$ cat src/rtl/fetch_pkg.sv
// Shared types and helpers for the fetch sequencer: FSM state encoding,
// opcode constants and opcode extraction.
package fetch_pkg;

    typedef enum logic [1:0] {
        IDLE   = 2'd0,
        FETCH  = 2'd1,
        HOLD   = 2'd2,
        HALTED = 2'd3
    } state_t;

    localparam logic [3:0] OPC_HALT = 4'b0000;
    localparam logic [3:0] OPC_ADDI = 4'b0001;
    localparam logic [3:0] OPC_OUT  = 4'b1111;

    // Opcode is the top nibble of an inst_w-bit word (inst_w <= 32).
    function automatic logic [3:0] opcode_of(input logic [31:0] inst, input int inst_w);
        return inst[inst_w-1 -: 4];
    endfunction

endpackage

$ cat src/rtl/pc_unit.sv
// Fetch program counter: restart beats branch load beats increment;
// increment wraps naturally modulo 2^ADDR_W.
module pc_unit
    import fetch_pkg::*;
#(
    parameter int ADDR_W   = 3,
    parameter int RESET_PC = 0
) (
    input  logic              clk,
    input  logic              rst_n,
    input  logic              restart,
    input  logic              load,
    input  logic [ADDR_W-1:0] target,
    input  logic              inc,
    output logic [ADDR_W-1:0] pc
);

    always_ff @(posedge clk or negedge rst_n) begin
        if (!rst_n) begin
            pc <= ADDR_W'(RESET_PC);
        end else if (restart) begin
            pc <= ADDR_W'(RESET_PC);
        end else if (load) begin
            pc <= target;
        end else if (inc) begin
            pc <= pc + 1'b1;
        end
    end

endmodule

$ cat src/rtl/fetch_sequencer.sv
// Program-counter / fetch controller feeding the execute stage over ir_valid/ir_ready.
// Optional single-step input enabled by defining FETCH_SINGLE_STEP_EN.
module fetch_sequencer
    import fetch_pkg::*;
#(
    parameter int ADDR_W   = 3,
    parameter int INST_W   = 16,
    parameter int RESET_PC = 0
) (
    input  logic              clk,
    input  logic              rst_n,
    input  logic              run,
    input  logic              restart,
`ifdef FETCH_SINGLE_STEP_EN
    input  logic              step,
`endif
    output logic [ADDR_W-1:0] rom_addr,
    input  logic [INST_W-1:0] rom_inst,
    output logic [INST_W-1:0] ir,
    output logic [ADDR_W-1:0] ir_pc,
    output logic              ir_valid,
    input  logic              ir_ready,
    input  logic              branch_taken,
    input  logic [ADDR_W-1:0] branch_target,
    output logic              halted,
    output logic [ADDR_W-1:0] pc
);

    state_t state;
    logic   single;
    logic   step_go;
    logic   is_halt;
    logic   accept;
    logic   take_branch;
    logic   fetch_now;
    logic   load_word;
    logic   halt_word;

`ifdef FETCH_SINGLE_STEP_EN
    assign step_go = step && !run;
`else
    assign step_go = 1'b0;
`endif

    // ir_valid is always set in HOLD, so accept needs only the ready side.
    always_comb begin
        is_halt     = (opcode_of(32'(rom_inst), INST_W) == OPC_HALT);
        accept      = (state == HOLD) && ir_ready;
        take_branch = accept && branch_taken;
        fetch_now   = ((state == FETCH) && (run || single)) ||
                      (accept && !branch_taken && run);
        load_word   = fetch_now && !is_halt;
        halt_word   = fetch_now && is_halt;
    end

    assign rom_addr = pc;

    pc_unit #(
        .ADDR_W   (ADDR_W),
        .RESET_PC (RESET_PC)
    ) u_pc_unit (
        .clk     (clk),
        .rst_n   (rst_n),
        .restart (restart),
        .load    (take_branch),
        .target  (branch_target),
        .inc     (load_word),
        .pc      (pc)
    );

    always_ff @(posedge clk or negedge rst_n) begin
        if (!rst_n) begin
            state    <= IDLE;
            ir       <= '0;
            ir_pc    <= '0;
            ir_valid <= 1'b0;
            halted   <= 1'b0;
            single   <= 1'b0;
        end else if (restart) begin
            state    <= IDLE;
            ir_valid <= 1'b0;
            halted   <= 1'b0;
            single   <= 1'b0;
        end else begin
            if (load_word) begin
                ir       <= rom_inst;
                ir_pc    <= pc;
                ir_valid <= 1'b1;
            end
            case (state)
                IDLE: begin
                    if (run) begin
                        state  <= FETCH;
                        single <= 1'b0;
                    end else if (step_go) begin
                        state  <= FETCH;
                        single <= 1'b1;
                    end
                end
                FETCH: begin
                    single <= 1'b0;
                    if (halt_word) begin
                        ir_valid <= 1'b0;
                        halted   <= 1'b1;
                        state    <= HALTED;
                    end else if (load_word) begin
                        state <= HOLD;
                    end else begin
                        state <= IDLE;
                    end
                end
                HOLD: begin
                    if (accept) begin
                        if (halt_word) begin
                            ir_valid <= 1'b0;
                            halted   <= 1'b1;
                            state    <= HALTED;
                        end else if (!load_word) begin
                            // Branch bubble or run dropped: nothing replaces the delivered word.
                            ir_valid <= 1'b0;
                            state    <= (take_branch && run) ? FETCH : IDLE;
                        end
                    end
                end
                HALTED: begin
                    state <= HALTED;
                end
                default: begin
                    state <= IDLE;
                end
            endcase
        end
    end

endmodule

$ cat config.mk
export PLATFORM = sky130hd
export DESIGN_NAME = fetch_sequencer
export DESIGN_NICKNAME = d
export VERILOG_FILES = /design/src/rtl/fetch_pkg.sv /design/src/rtl/pc_unit.sv /design/src/rtl/fetch_sequencer.sv
export SDC_FILE = /design/constraint.sdc
export NUM_CORES = 1
export LEC_CHECK = 0
export BUFFER_PORTS_ARGS = -buffer_cell sky130_fd_sc_hd__clkbuf_2
export CAP_MARGIN = 40
export CORE_MARGIN = 2
export CORE_UTILIZATION = 40
export DETAILED_ROUTE_END_ITERATION = 6
export PLACE_DENSITY = 0.68
export SYNTH_ARGS = -nofsm -noshare
export SYNTH_HDL_FRONTEND = slang
export SYNTH_SLANG_ARGS = --single-unit
$ cat constraint.sdc
create_clock -name clk -period 2 [get_ports clk]
set_input_delay 0.2 -clock clk [delete_from_list [all_inputs] [get_ports clk]]
set_output_delay 0.2 -clock clk [all_outputs]
set_load 0.03 [all_outputs]
* Word-level counts from Yosys, hierarchy flattened *
Cells that the tools add are included.

storage, ports and cells
  output and inout bits = 27
  logic and storage cells = 62
  input bits = 25
  register bits = 27

cells by class
  reduce and logical (&&, ||, !) cells = 21
  equal/unequal tests = 6
  bitwise operators = 1
  add/sub/neg operators = 1
  muxes and demuxes = 26

operator list
  kind                 count
  $mux 2               7
  $mux 1               12
  $mux 3               3
  $reduce_bool 3->1    3
  $logic_and 1x1->1    8
  $pmux 2 s4           1
  $ne 3x3->1 const B   2
  $pmux 1 s2           3
  $reduce_and 2->1     3
  $eq 2x2->1 const B   2
  $logic_not 4->1      1
  $ne 4x4->1 const B   1
  $add 3x1->3 const B  1
  $reduce_and 3->1     1
  $eq 2x1->1 const B   1
  $logic_not 1->1      2
  $logic_not 2->1      1
  $logic_or 1x1->1     2
  $not 1->1            1

* Longest topological paths before layout *
  depth after elaboration = 12
  depth in mapped cells = 7
  mapped depth without buffers = 6

* Cells and area by module *
From an unflattened synthesis, not the netlist that was laid out.

second synthesis, totals
  cell total of the unflattened synthesis = 102
  area total of the unflattened synthesis = 1346.3 sq um

modules (own cells, without submodules)
  module           area each (sq um)  times used  cells each  seq. area each (sq um)
  fetch_sequencer  1172.4             1           87          575.6
  pc_unit          173.9              1           15          75.1

* Worst setup path before layout *
Ideal clock, no wire load.

  path type = reg2reg
  start = register state[0]
  end = register ir[10]
  clock period less this slack = 1.846 ns
  arrival = 1.721 ns
  data required time = 1.875 ns
  slack = 0.154 ns
  setup time = 0.125 ns
  path buffers = 1
  cell stages (with the launch flop) = 8
  path through = dfrtp_1 inv_1 ha_1 nand3b_1 a21o_4 nor2_8 buf_12 mux2_4

between the ends
  cells in the longest elaborated chain, start to end = 7
  elaborated cells between the ends (all ways) = 9
  those cells by class = eq/ne: 2; reduce/logical: 7

ends and longest elaborated chain
  element                          line                    RTL
  start: declaration               fetch_sequencer.sv:29   state_t state;
  start signal: assignment         fetch_sequencer.sv:121  state <= (take_branch && run) ? FETCH : IDLE;
  $eq 2x2->1                       fetch_sequencer.sv:48   accept = (state == HOLD) && ir_ready;
  $logic_and 1x1->1                fetch_sequencer.sv:48
  $logic_and 1x1->1 (2 in series)  fetch_sequencer.sv:51   (accept && !branch_taken && run);
  $logic_or 1x1->1 *               fetch_sequencer.sv:50   fetch_now = ((state == FETCH) && (run || single)) ||
  $logic_and 1x1->1 *              fetch_sequencer.sv:52   load_word = fetch_now && !is_halt;
  $reduce_and 2->1 (no line) *     -
  end signal: assignment           fetch_sequencer.sv:86   ir <= rom_inst;
  end: declaration                 fetch_sequencer.sv:19   output logic [INST_W-1:0] ir,

Every way passes the cells marked *; elsewhere a longest branch is shown, timed or not.
A chain may end at the register's enable or synchronous reset.

* Worst setup path in the final report *
  start = register state[1]
  end = register ir[14]

The elaborated chain is that of the path after synthesis.

==> results.md <==
- Run status: completed
- Proportion of register bits with asynchronous set or reset after synthesis: 100%
- Post-synthesis cell type count: 35
- Minimum setup slack in the final design: around 0.12 ns
- Die boundary width: approximately 62 um
- Number of iterations in the first detailed-routing pass: 4
- Startpoint of the lowest-slack register-to-register path: state[1]
- CP Launch Type: flop
- Global router's overall resource usage: 14.4%
- Terminus of the critical flop-to-flop path: ir[14]
- Via count of the first global-routing pass: 995
- Antenna violations before repair: 0
- DIE HEIGHT: 61.9 um
- Number of nets produced by synthesis: between 100 and 150
- Max-Slew Margin vs Limit: about 57%
- Initial DRC count: 44
- Clock transition at the register clock pins on the worst setup and hold paths after CTS: around 0.14 ns
- Global-route wire length before repair: approximately 4100 um
- Maximum number of pins on one net before global-route repair: 27
- Post-synth EDFFs: 0
- Final period util: a little over nine tenths
- Routability Congestion: 0.819
- Post-layout minimum cycle time: around 1.9 ns
- Number of cell instances on the worst register-to-register path: 7
- Worst ir drop on vdd: approximately 0.00034 V
- Endpoints failing hold: 0
- # H-tree levels: 1
- Clk Tree Root Cell: sky130_fd_sc_hd__clkbuf_4
- Post-synthesis sequential element count: 26
- Total inserted antenna cells: 0
- Critical path arrival: between 2 and 2.5 ns
- Post-DP HPWL: between 2000 and 2500 um
- Number of rows in the core area: 21
- Slew @ Worst Pin: 0.649 ns
- Setup crit end: ir[14]
- Clock sink count: 26
- Gates resized, CTS repair: 0
- Sum of negative setup slack: 0 ns
- Final number of setup-violating endpoints: 0
- Grt total ovfl: 0
- Cell area reported after detailed placement: about 0.0016 mm2
- Overall power consumption: between 1.5 and 2 mW
- Commonest cells after routing, fill and taps aside: 51 x sky130_fd_sc_hd__clkbuf_2, 26 x sky130_fd_sc_hd__dfrtp_1, 10 x sky130_fd_sc_hd__mux2_4
- Highest clock rate: roughly 0.53 GHz
- Detail Route Antenna Nets: 0
- Share of the yosys chip area belonging to registers: 48.5%
- Flop2flop setup slack: approximately 0.12 ns
- Most common cell after layout, fill and taps aside: sky130_fd_sc_hd__clkbuf_2
- Worst skew pair latency: slightly above 0.3 ns
- Port Buf Inserts: between 50 and 60
- Crit. Startpoint: state[1]
- Fraction of final layout cells with drive strength greater than 1: 52.3%
- Post-detailed-route wirelength per cell: 13.0 um
- Avg Synthesized Cell Area: between 10 and 15 um2
- Final net count: around 190
- Final-layout worst hold slack: approximately 0.11 ns
- Via/cell ratio: slightly below 5
- Final max-slew violation count: 0
- Critical Path End Type: flop
- Via total after detailed routing: ~1000
- Pwr/cell area: 1030 mW/mm2
- Worst min-delay path class: input pin to flop
- Number of filler instances in the final layout: 285
- Maximum clock insertion buffer count: 2
- Number of standard cells in the layout, taps in and fillers out: between 200 and 250
- Signed area change from the synthesized netlist to the final layout: 27.5%
- Maximum net fanout on the critical path: 10
- Area of the die: between 0.003 and 0.004 mm2
- Leakage Power: roughly 0.85 nW
- Number of cells after detailed placement: 194
- Placement-stage worst setup slack: 0.0393 ns
- Initial standard-cell utilization of the core: just over 40%
- Post-synth top flop: sky130_fd_sc_hd__dfrtp_1
- CTS Buf Count: 3
- Count of boundary I/O pins: 52
- Yosys warning total: 0
- Max-Cap Viols: 0
- Data required time at the worst endpoint: between 2 and 2.5 ns
- Remaining routing DRC violations: 0
- Area inside the core boundary: around 0.0033 mm2
- Total wire length after detailed routing: 2610 um
- Synthesized cell area: 0.00134 mm2
- Class of the most critical setup path: flop to flop
- Post-route standard cell area excluding fillers: 0.00171 mm2
- TritonCTS clock tree: built
- Final worst clock skew: around 0.0012 ns
- Layout Utilization: a little over half
- Gate count after technology mapping: 101
==> repair_timing <==
action / 4_1_cts / 5_1_grt
endpoints found under the hold margin: 26 / 0
setup buffers: 0 / 2
endpoints found under the setup margin: 0 / 19
hold buffers: 1 / 0
==> flip-flops by register name, indices dropped and copies added, names as in the netlist <==
register      count
halted            1
ir_valid          1
ir               16
state             2
ir_pc             3
u_pc_unit.pc      3
==> cells by family after synthesis <==
| family | count (synthesis) | synth area share [%] |
|---|---|---|
| xor+xnor | 2 | 1.30 |
| compound gates | 20 | 11.6 |
| simple gates | 16 | 7.64 |
| flops | 26 | 48.5 |
| fa+ha+maj | 6 | 5.59 |
| buf+inv | 11 | 5.96 |
| mux | 20 | 19.5 |
==> Yosys cell counts, drive strengths merged, types with 2 or more instances <==
library cell / n / area [um2]
a211oi: 6 / 45.0
buf: 5 / 47.5
a21oi: 4 / 20.0
a21o: 2 / 22.5
o21ai: 2 / 10.0
nand2b: 2 / 12.5
ha: 6 / 75.1
nor2b: 2 / 12.5
nor2: 5 / 35.0
dfrtp: 26 / 651
mux2: 19 / 251
inv: 5 / 18.8
==> worst max-delay path, cell delays in order (launching register included) <==
cell and delay (ns):
sky130_fd_sc_hd__dfrtp_1 0.43, sky130_fd_sc_hd__inv_1 0.13, sky130_fd_sc_hd__ha_1 0.24, sky130_fd_sc_hd__inv_1 0.11
sky130_fd_sc_hd__a21o_4 0.25, sky130_fd_sc_hd__nor2_8 0.14, sky130_fd_sc_hd__buf_12 0.16, sky130_fd_sc_hd__mux2_2 0.33
==> routing by layer <==
metal  GRT usage (%)  part of all wire (%)
met3            1.66                   4.7
met1            17.5                    43
met4            6.08                  0.96
met2            25.7                    51
met5               0                     0
==> worst min-delay path by stage <==
stage	from	end	slack, ns	cells past startpoint
6_report	rom_inst[4]	ir[4]	0.11	2
5_1_grt	rom_inst[10]	ir[10]	0.09	2
4_1_cts	rom_inst[9]	ir[9]	0.09	2
3_5_place_dp	rst_n	ir[0]	0.25	1
3_3_place_gp	rst_n	ir[0]	0.24	1
2_1_floorplan	rst_n	halted	-0.1	0
==> area by class of cell <==
cell class	instances	area, um2	area share (%)
tap	46	57.6	3.36
timing repair buffer	56	320	18.7
clock inverter	1	30.0	1.75
inverter	5	18.8	1.10
clock buffer	3	22.5	1.32
multi-input combinational	64	612	35.7
sequential	26	651	38.0
==> where the power goes <==
part	internal [mW]	switching (mW)	total [mW]
registers	0.653	0.0726	0.726
logic	0.270	0.418	0.688
clock network	0.203	0.153	0.356
total	1.13	0.644	1.77
Note: power is estimated with default switching activity, not from simulation.
